`config.mk`:
```
export PLATFORM = sky130hd
export DESIGN_NAME = polar_info_extract
export DESIGN_NICKNAME = d
export VERILOG_FILES = /design/src/rtl/polar_info_extract.sv
export SDC_FILE = /design/constraint.sdc
export NUM_CORES = 1
export LEC_CHECK = 0
export CORE_ASPECT_RATIO = 0.8
export CORE_MARGIN = 2
export CORE_UTILIZATION = 52
export DETAILED_ROUTE_END_ITERATION = 12
export PLACE_DENSITY = 0.86
export SYNTH_ARGS = -nofsm -noshare
export SYNTH_HDL_FRONTEND = slang
export SYNTH_SLANG_ARGS = --single-unit
```
`constraint.sdc`:
```
create_clock -name clk -period 2.19 [get_ports clk]
set_clock_uncertainty 0.1 [all_clocks]
set_input_delay 0.438 -clock clk [delete_from_list [all_inputs] [get_ports clk]]
set_output_delay 0.438 -clock clk [all_outputs]
set_load 0.1 [all_outputs]
```
`src/rtl/polar_info_extract.sv`:
```
// Polar information-bit extractor: ping-pong buffers two decoded blocks and streams out
// the non-frozen bits lowest index first. Define POLAR_INFO_EXTRACT_LAST_EN to add out_last.
module polar_info_extract #(
    parameter int N        = 4,
    parameter int IDX_BITS = $clog2(N)
) (
    input  logic                clk,
    input  logic                rst_n,
    input  logic                in_valid,
    input  logic                u      [N],
    input  logic                frozen [N],
    output logic                in_ready,
    output logic                out_valid,
    input  logic                out_ready,
    output logic                out_bit,
    output logic [IDX_BITS-1:0] out_idx,
`ifdef POLAR_INFO_EXTRACT_LAST_EN
    output logic                out_last,
`endif
    output logic                overflow
);

    logic [N-1:0]        slot_u   [2];
    logic [N-1:0]        slot_rem [2];
    logic                wr;
    logic                rd;
    logic [1:0]          count;

    logic [N-1:0]        in_u_vec;
    logic [N-1:0]        in_rem_vec;
    logic [N-1:0]        cur_rem;
    logic [N-1:0]        cur_u;
    logic [N-1:0]        clr_mask;
    logic [N-1:0]        rem_nxt;
    logic [IDX_BITS-1:0] sel_idx;
    logic                accept;
    logic                fire;
    logic                pop;

    // NOTE: every variable driven in always_comb gets a default first, so no path can infer a latch.
    always_comb begin
        in_u_vec   = '0;
        in_rem_vec = '0;
        for (int i = 0; i < N; i++) begin
            in_u_vec[i]   = u[i];
            in_rem_vec[i] = ~frozen[i];
        end
    end

    always_comb begin
        cur_rem  = slot_rem[rd];
        cur_u    = slot_u[rd];
        sel_idx  = '0;
        // Scan downward so the lowest pending index wins.
        for (int i = N - 1; i >= 0; i--) begin
            if (cur_rem[i]) sel_idx = IDX_BITS'(i);
        end
        out_valid = (count != 2'd0) && (|cur_rem);
        out_idx   = out_valid ? sel_idx : '0;
        out_bit   = out_valid ? cur_u[sel_idx] : 1'b0;
        fire      = out_valid && out_ready;
        clr_mask  = '0;
        if (fire) clr_mask[sel_idx] = 1'b1;
        rem_nxt   = cur_rem & ~clr_mask;
        // An all-frozen slot has rem_nxt==0 immediately and pops without output.
        pop       = (count != 2'd0) && (rem_nxt == '0);
        accept    = in_valid && (count != 2'd2);
    end

    assign in_ready = (count != 2'd2);

`ifdef POLAR_INFO_EXTRACT_LAST_EN
    assign out_last = out_valid && ((cur_rem & (cur_rem - N'(1))) == '0);
`endif

    // NOTE: sequential state uses non-blocking assignments so all registers update from pre-edge values.
    always_ff @(posedge clk or negedge rst_n) begin
        if (!rst_n) begin
            wr          <= 1'b0;
            rd          <= 1'b0;
            count       <= 2'd0;
            overflow    <= 1'b0;
            slot_rem[0] <= '0;
            slot_rem[1] <= '0;
        end else begin
            if (count != 2'd0) slot_rem[rd] <= rem_nxt;
            // With count<2 and count!=0, wr and rd point at different slots.
            if (accept) slot_rem[wr] <= in_rem_vec;
            if (accept) wr <= ~wr;
            if (pop)    rd <= ~rd;
            case ({accept, pop})
                2'b10:   count <= count + 2'd1;
                2'b01:   count <= count - 2'd1;
                default: count <= count;
            endcase
            if (in_valid && !accept) overflow <= 1'b1;
        end
    end

    // NOTE: the data store is not reset; rem and count already mark every slot empty.
    always_ff @(posedge clk) begin
        if (accept) slot_u[wr] <= in_u_vec;
    end

endmodule

```
Yosys cells after proc, flatten, opt, wreduce, memory -nomap -nowiden

Memories as Yosys holds them, arrays and structs flattened.
Index checks and enable logic that the tools add are counted.

Register bits after elaboration: 13
RAM bits: 8
Input port bits: 12
Output and inout bits: 6
Memories kept: 1

Add/sub/neg operators: 2
Magnitude comparators: 6
Equal/unequal tests: 3
Muxes and demuxes: 25
Bitwise operators: 10
Reduce and logical (&&, ||, !) cells: 13

Memories:

| memory | words | bits a word | read ports | clocked after memory_dff | wr ports | RTL line | source |
|---|---|---|---|---|---|---|---|
| slot_u | 2     | 4           | 1          | 0                        | 1        | 23       | `logic [N-1:0] slot_u [2];` |

Operator list:

| operator                                                    | number |
|---|---|
| 2-to-1 mux 4 bit                                            | 6 |
| bitwise mux 8 bit                                           | 2 |
| 2-to-1 mux 8 bit                                            | 2 |
| 2-to-1 mux 2 bit                                            | 5 |
| demux 4 bit (select 1 bit)                                  | 2 |
| logical AND 1 bit                                           | 8 |
| inverter 1 bit                                              | 6 |
| 2-to-1 mux 1 bit                                            | 5 |
| AND 4 bit                                                   | 1 |
| >= comparator 2 bit (second input constant)                 | 2 |
| logical NOT 4 bit                                           | 1 |
| less-than comparator 2 x 1 -> 1 bit (second input constant) | 2 |
| inverter 1 -> 2 bit                                         | 2 |
| inverter 4 bit                                              | 1 |
| one-hot mux 2 bit (2 select lines)                          | 1 |
| nonzero test 2 bit                                          | 2 |
| OR reduction 4 bit                                          | 1 |
| less-than comparator 2 x 3 -> 1 bit (second input constant) | 1 |
| adder 2 x 1 -> 2 bit (second input constant)                | 1 |
| binary-select mux 1 bit (select 2 bit)                      | 1 |
| demux 1 bit (select 2 bit)                                  | 1 |
| equality test 2 x 1 -> 1 bit (second input constant)        | 1 |
| equality test 2 bit (second input constant)                 | 1 |
| >= comparator 2 x 1 -> 1 bit (second input constant)        | 1 |
| other kinds (3)                                             | 3 |

Depth between registers and ports, before layout

Gate-level depths: netlist of run 1.

Depth in word-level cells: 19
Depth in mapped cells: 9
Depth with buffers taken out: 8

Worst setup path before layout of run 1

OpenSTA, ideal clock, no wires.

Kind: register -> output
Start: register rd
End: output out_idx[0]
Arrival time: 3.032 ns
Path slack: -1.380 ns
Stages on the path, launching flop included: 5
Path buffers: 0
Cells stage by stage: dfrtp_1 -> nor3_1 -> a21oi_2 -> o22ai_1 -> nor3_1

Word-level cells in the longest chain between the ends: 9
Elaborated cells on any way between the ends: 11
Those cells by class: mux (8); bitwise (1); reduce/logical (2)

RTL lines:

| what                                                  | RTL line | source |
|---|---|---|
| from (decl)                                           | 26       | `logic rd;` |
| from (signal assigned)                                | 90       | `if (pop) rd <= ~rd;` |
| inverter 1 -> 2 bit (not written as such) *           | 51       | `cur_rem = slot_rem[rd];` |
| 2-to-1 mux 4 bit (not written as such) * (3 in a row) | 51       |  |
| 2-to-1 mux 2 bit (4 in a row)                         | 56       | `if (cur_rem[i]) sel_idx = IDX_BITS'(i);` |
| 2-to-1 mux 2 bit *                                    | 59       | `out_idx = out_valid ? sel_idx : '0;` |
| to (decl)                                             | 16       | `output logic [IDX_BITS-1:0] out_idx,` |

Every way passes the cells marked *; elsewhere a longest branch is shown, timed or not. The select of a mux whose other input is x is not followed.

Final worst setup path of run 1

Start: register rd
End: output out_bit

Word-level cells in the longest chain between the ends: 11
Elaborated cells on any way between the ends: 14
Those cells by class: mux (10); bitwise (1); reduce/logical (2); memory (1)

RTL lines:

| what                                                | RTL line | source |
|---|---|---|
| inverter 1 -> 2 bit (not written as such)           | 51       |  |
| 2-to-1 mux 4 bit (not written as such) (3 in a row) | 51       |  |
| 2-to-1 mux 2 bit (4 in a row)                       | 56       |  |
| binary-select mux 1 bit (select 2 bit)              | 60       | `out_bit = out_valid ? cur_u[sel_idx] : 1'b0;` |
| 2-to-1 mux 1 bit (not written as such)              | 60       |  |
| 2-to-1 mux 1 bit *                                  | 60       |  |
| to (decl)                                           | 15       | `output logic out_bit,` |

Marked as above.

==> results.md, run 1 <==
* Worst Path Required at 1.65 ns
* Via density at 6.07
* Ranking of synthesized cells by area: dfrtp_1 29%, edfxtp_1 21%, o21ai_0 3.5%, mux2i_1 2.6%, nand2_1 2.6%
* Initial antenna violation count at 0
* Post-layout net count at 161
* DRC at 0
* Status: complete, but fails checks
* Worst setup EP type: primary output
* Clock buffer depth at 2
* TritonCTS Buffers at 3
* WP data arrival at 2.21 ns
* Syn_area_per_cell at 10.6 sq um
* Starting Density at 53.7%
* Number of synthesized flops with an enable pin at 8
* Pin count of the biggest net entering global routing at 14
* Syn. warnings at 0
* Post-DP HPWL at 2.22 mm
* FF+latch count, synth at 21
* Post-Syn Nets at 120
* Final Max Tran Viols at 0
* Remaining antenna violation count after routing at 0
* Worst-path fanout max at 6
* Setup ws final at -0.558 ns
* Share of layout cells above drive strength 1 at 40.1%
* Total negative slack at -0.978 ns
* Post-synth top cells: 13 x dfrtp_1, 8 x edfxtp_1, 8 x nand2_1, 8 x o21ai_0, 7 x nor2_1
* Worst slew pin tran at 0.607 ns
* Period utilization at 125%
* Width of the chip at 56.3 um
* Cells after Synth at 107
* First-pass GRT wire length at 4.37 mm
* Ant. Diodes at 0
* Clk slew on worst S/H paths at 0.13 ns
* Fill cells at 124
* Grt total ovfl at 0
* Syn-to-layout area delta at 47.8%
* DRT iter0 DRCs at 62
* Maximum level of the CTS H-tree at 1
* Top_reg_cell synth: dfrtp_1
* Rows at 15
* Wire length per cell at 18.6 um
* Pre-antenna DRT Iters at 4
* Worst Path Class, Setup: reg2out
* Post-synth top area share at 28.6%
* Max Clk Rate at 364 MHz
* Yosys top cell by area: dfrtp_1
* Distinct cell type count after synthesis at 39
* PortBufs at 17
* Rel. slew slack at 59.4%
* DR vias at 1044
* Clk Latency, worst-skew pair at 0.32 ns
* Vias in the first global route at 955
* Core Area at 0.00212 sq mm
* Max-Cap Viols at 0
* CTS root buffer: clkbuf_4
* Min Tclk post-route at 2.75 ns
* Die Ht at 45.9 um
* Count leader, synth: dfrtp_1
* Io pins at 18
* Async set or reset register ratio after synthesis at 61.9%
* Post-Route WL at 3.21 mm
* Mapped Area at 0.00114 sq mm
* RSZ-0062 raised after global routing: yes
* Final Hold Viols at 0
* Crit start category: register
* CTS tree: done
* Hold_buf cts at 0
* Die area at 0.00258 sq mm
* Worst Hold Class: in2async
* GPL Wtd Cong at 0.930
* Failing checks: negative setup slack
* Tot GR Track Use at 22.9%
* Register area share after synthesis at 49.7%
* Final setup vio count at 5
* Clock sinks at 21
==> sequential cells by signal, summed over array words and instances, names as in the netlist <==
register  flops
slot_u        8
rd            1
overflow      1
wr            1
slot_rem      8
count         2
==> area by class of cell <==
| class | count | area [sq um] | share of cell area [%] |
|---|---|---|---|
| inverters | 6 | 22.5 | 1.34 |
| clock buffers | 4 | 26.3 | 1.56 |
| repair buffers | 40 | 398 | 23.6 |
| well taps | 25 | 31.3 | 1.86 |
| multi-input cells | 76 | 638 | 37.9 |
| flip-flops and latches | 21 | 567 | 33.7 |
==> metal layers <==
metal,part of all wire (%),vias up,track usage [%]
met5,0,-,0
met4,0.69,0,9.05
met3,7.0,4,2.56
met2,51,55,39.5
met1,41,503,30.3
li1,-,482,-
==> stage by stage <==
stage	instances	worst slack [ns]	hold slack, ns	area, sq um	utilization [%]
2_1_floorplan	107	-0.723	0.0424	1160	-
3_3_place_gp	166	-0.120	0.361	1540	72.7
3_5_place_dp	166	-0.219	0.376	1540	72.7
4_1_cts	171	-0.486	0.402	1600	75.5
5_1_grt	172	-0.602	0.422	1680	79.4
6_report	172	-0.558	0.382	1680	79.4
==> cells by family after synthesis <==
logic type	Yosys count	synth area share, %
buf+inv	10	4.07
flops	21	49.7
mux	4	3.96
fa+ha+maj	1	1.10
simple gates	34	15.8
xor+xnor	3	2.31
compound gates	34	23.1
==> placed cells by master, fill, tap and decap left out, types with 2 or more instances in the layout <==
| master | synthesis | routed |
|---|---|---|
| nor3_1 | 5 | 2 |
| nand2b_1 | 3 | 2 |
| o22a_1 | 2 | 2 |
| buf_6 | 1 | 2 |
| nor2b_2 | 0 | 2 |
| a21oi_2 | 1 | 3 |
| nor3_4 | 0 | 2 |
| edfxtp_1 | 8 | 8 |
| o311ai_0 | 2 | 2 |
| nand2_1 | 8 | 8 |
| dfrtp_1 | 13 | 12 |
| nand3_1 | 3 | 3 |
| o21ai_0 | 8 | 8 |
| buf_4 | 0 | 22 |
| o211ai_1 | 4 | 4 |
| nor2_1 | 7 | 5 |
| buf_12 | 0 | 5 |
| or2_2 | 2 | 2 |
| clkbuf_4 | 0 | 3 |
| mux2i_1 | 3 | 3 |
| inv_1 | 6 | 5 |
| clkdlybuf4s50_1 | 0 | 11 |
| a22oi_1 | 3 | 2 |
==> what timing repair did <==
item	CTS	global route
setup buffers	1	1
pin swaps	1	6
setup endpoints to repair	4	6
gates resized for setup	6	15
==> worst paths after layout <==
kind                       slack (ns)  depth (start not counted)      from          end
max                             -0.56                          7        rd      out_bit
min reg2reg                      0.40                          1  overflow     overflow
min                              0.38                          1     rst_n  slot_rem[5]
min in group clk                 0.40                          1  overflow     overflow
max in group asynchronous        1.19                          1     rst_n           rd
max reg2reg                     -0.06                         10        rd     count[1]
==> worst max-delay path, stage by stage, from the launching register on <==
cell       delay [ns]
dfrtp_2          0.48
buf_4            0.17
nor3_4           0.14
a21oi_4          0.05
nand2b_4         0.16
mux2_4           0.31
a2111oi_4        0.35
buf_12           0.22
Power of run 1 is left out: the tool's default activity adds up to more than one toggle a clock period on the data nets, which glitch-free logic cannot reach.
==> run 2: changes to the inputs <==
--- a/config.mk
+++ b/config.mk
@@ -7,9 +7,9 @@
 export LEC_CHECK = 0
 export CORE_ASPECT_RATIO = 0.8
 export CORE_MARGIN = 2
-export CORE_UTILIZATION = 52
+export CORE_UTILIZATION = 31
 export DETAILED_ROUTE_END_ITERATION = 12
-export PLACE_DENSITY = 0.86
+export PLACE_DENSITY = 0.59
 export SYNTH_ARGS = -nofsm -noshare
 export SYNTH_HDL_FRONTEND = slang
 export SYNTH_SLANG_ARGS = --single-unit
==> constraint.sdc (replaced) <==
create_clock -name clk -period 2.7 [get_ports clk]
set_clock_uncertainty 0.1 [all_clocks]
set_input_delay 0.54 -clock clk [delete_from_list [all_inputs] [get_ports clk]]
set_output_delay 0.54 -clock clk [all_outputs]
set_load 0.1 [all_outputs]
==> run 2 against run 1 <==
  * The run still ends with negative setup slack left
  * First-iteration DRC count increased by 23%
  * Clock-buffer cell count decreased by 1
  * Critical endpoint unchanged
  * Worst hold slack improved by 0.015 ns
  * Design area decreased by 7.2%
==> results.md, run 2 (synthesis gave the netlist of run 1 again) <==
* Status: complete, but fails checks (unchanged)
* Failing checks: negative setup slack (unchanged)
* R2r endpoint: count[1] (unchanged)
* Worst Hold Class: reg2reg (was in2async)
* Worst r2r path cells at 10 (unchanged)
* Reg-to-reg slack, setup at 0.45 ns (was -0.06 ns)
* Worst-path fanout max at 6 (unchanged)
* TritonCTS Buffers at 3 (unchanged)
* DR vias at 904 (was 1044)
* Final Max Tran Viols at 0 (unchanged)
* Post-Route WL at 2.53 mm (was 3.21 mm)
* Grt total ovfl at 0 (unchanged)
* Hold Crit Depth at 1
* Clk Latency, worst-skew pair at 0.26 ns (was 0.32 ns)
* Fill cells at 317 (was 124)
* Syn-to-layout area delta at 37.1% (was 47.8%)
* Hold path start: overflow
* DP Cell Count at 165 (was 166)
* Share of layout cells above drive strength 1 at 28.1% (was 40.1%)
* Clk slew on worst S/H paths at 0.08 ns (was 0.13 ns)
* Ant. Diodes at 0 (unchanged)
* CTS root buffer: clkbuf_8 (was clkbuf_4)
* WP data arrival at 2.07 ns (was 2.21 ns)
* Clock sinks at 21 (unchanged)
* DP Area at 0.00141 sq mm (was 0.00154 sq mm)
* Period utilization at 100%
* CTS tree: done (unchanged)
* Rel. slew slack at 58.1% (was 59.4%)
* Top Registers: slot_rem (8), slot_u (8), count (2) (unchanged)
* Worst slew pin tran at 0.627 ns (was 0.607 ns)
* Remaining antenna violation count after routing at 0 (unchanged)
* Clock buffer depth at 2 (unchanged)
* Maximum level of the CTS H-tree at 1 (unchanged)
* Pre-antenna DRT Iters at 4 (unchanged)
* Reg area at 567 sq um (unchanged)
* CP Buf/Inv Count at 2 (unchanged)
* Design area at 0.00156 sq mm (was 0.00168 sq mm)
* Via density at 5.11 (was 6.07)
* RSZ-0062 raised after global routing: yes (unchanged)
* Multi-input logic area at 568 sq um (was 638 sq um)
* First-pass GRT wire length at 4.30 mm (was 4.37 mm)
* Width of the chip at 71.8 um (was 56.3 um)
* Pin count of the biggest net entering global routing at 14 (unchanged)
* Crit path cell chain: buf_8, o31ai_4, a22oi_2, mux2_4, a2111oi_4, buf_12 (was buf_4, nor3_4, a21oi_4, nand2b_4, mux2_4, a2111oi_4, buf_12)
* CP top delay family: compound AO/OA/AOI/OAI gates (was flip-flops)
* PortBufs at 17 (unchanged)
* Starting Density at 32.8% (was 53.7%)
* Rows at 19 (was 15)
* Crit start category: register (unchanged)
* Min Tclk post-route at 2.71 ns
* Hold path endpoint: overflow
* Leading cell type in the layout, fill and taps excluded: dfrtp_1 (was buf_4)
* Die area at 0.00418 sq mm (was 0.00258 sq mm)
* Post-DP HPWL at 1.90 mm (was 2.22 mm)
* GPL Wtd Cong at 0.822 (was 0.930)
* Worst Path Class, Setup: reg2out (unchanged)
* Die Ht at 58.2 um (was 45.9 um)
* DRT iter0 DRCs at 76 (was 62)
* Setup ws final at -0.0114 ns (was -0.558 ns)
* Post-Layout Cell Count at 177 (was 172)
* Final Hold Viols at 0 (unchanged)
* Tot GR Track Use at 13.5% (was 22.9%)
* Worst setup EP type: primary output (unchanged)
* Wire length per cell at 14.3 um (was 18.6 um)
* CP max-delay cell: dfrtp_2 (unchanged)
* Io pins at 18 (unchanged)
* Min Hold Slack at 0.397 ns (was 0.382 ns)
* Core Util, Final at 45.0% (was 79.4%)
* Most frequent cells in the layout: 12 x dfrtp_1, 11 x clkdlybuf4s50_1, 10 x buf_4 (was 22 x buf_4, 12 x dfrtp_1, 11 x clkdlybuf4s50_1)
* Vias in the first global route at 904 (was 955)
* Core Area at 0.00347 sq mm (was 0.00212 sq mm)
* Post-layout net count at 149 (was 161)
* Initial antenna violation count at 0 (unchanged)
* Max-Cap Viols at 0 (unchanged)
* Worst Path Required at 2.06 ns (was 1.65 ns)
* Stages on worst setup path at 6 (was 7)
* Final setup vio count at 1 (was 5)
* Critical path's largest stage delay at 0.46 ns (was 0.48 ns)
* Hold_buf cts at 0 (unchanged)
* Crit Reg-Reg Startpoint: rd (unchanged)
* Max Clk Rate at 369 MHz
* DRC at 0 (unchanged)
## run 2: cell types whose count changed in the layout (fill, tap and decap cells not counted), sizes merged
cell	before	now
clkinvlp	0	1
clkbuf	4	3
buf	29	17
## run 2: what timing repair did
| action | CTS | global route |
|---|---|---|
| pin swaps | 4 | 1 |
| endpoints found under the setup margin | 1 | 1 |
| resized for setup | 9 | 1 |
| setup buffers | 8 | 0 |
## run 2: area by class of cell
cell class	instances	share of cell area (%)
clock buffers	3	2.64
clock inverters	1	0.481
inverters	6	1.44
multi-input cells	76	36.4
flip-flops and latches	21	36.3
well taps	42	3.37
repair buffers	28	19.4
## run 2: per-layer routing
metal	up-vias	share of wire (%)	wire length, um	track usage, %
met3	2	2.2	56	3.30
li1	454	-	-	-
met4	0	1.1	27	3.77
met5	-	0	0	0
met2	10	48	1210	20.8
met1	438	49	1230	19.1
## run 2: worst max-delay path by stage
stage                     slack (ns)       to         from
after floorplan                -0.31  out_bit           rd
after global placement          0.16  out_bit           rd
after detailed placement        0.11  out_bit           rd
after CTS                      -0.07  out_bit  slot_rem[5]
after global routing            -0.1  out_bit           rd
final                          -0.01  out_bit           rd
## run 2: metrics by stage
stage	setup TNS (ns)	setup slack, ns
2_1_floorplan	-0.514	-0.315
3_3_place_gp	0	0.156
3_5_place_dp	0	0.105
4_1_cts	-0.0732	-0.0732
5_1_grt	-0.0978	-0.0978
6_report	-0.0114	-0.0114
Power of run 2 is left out for the same reason.
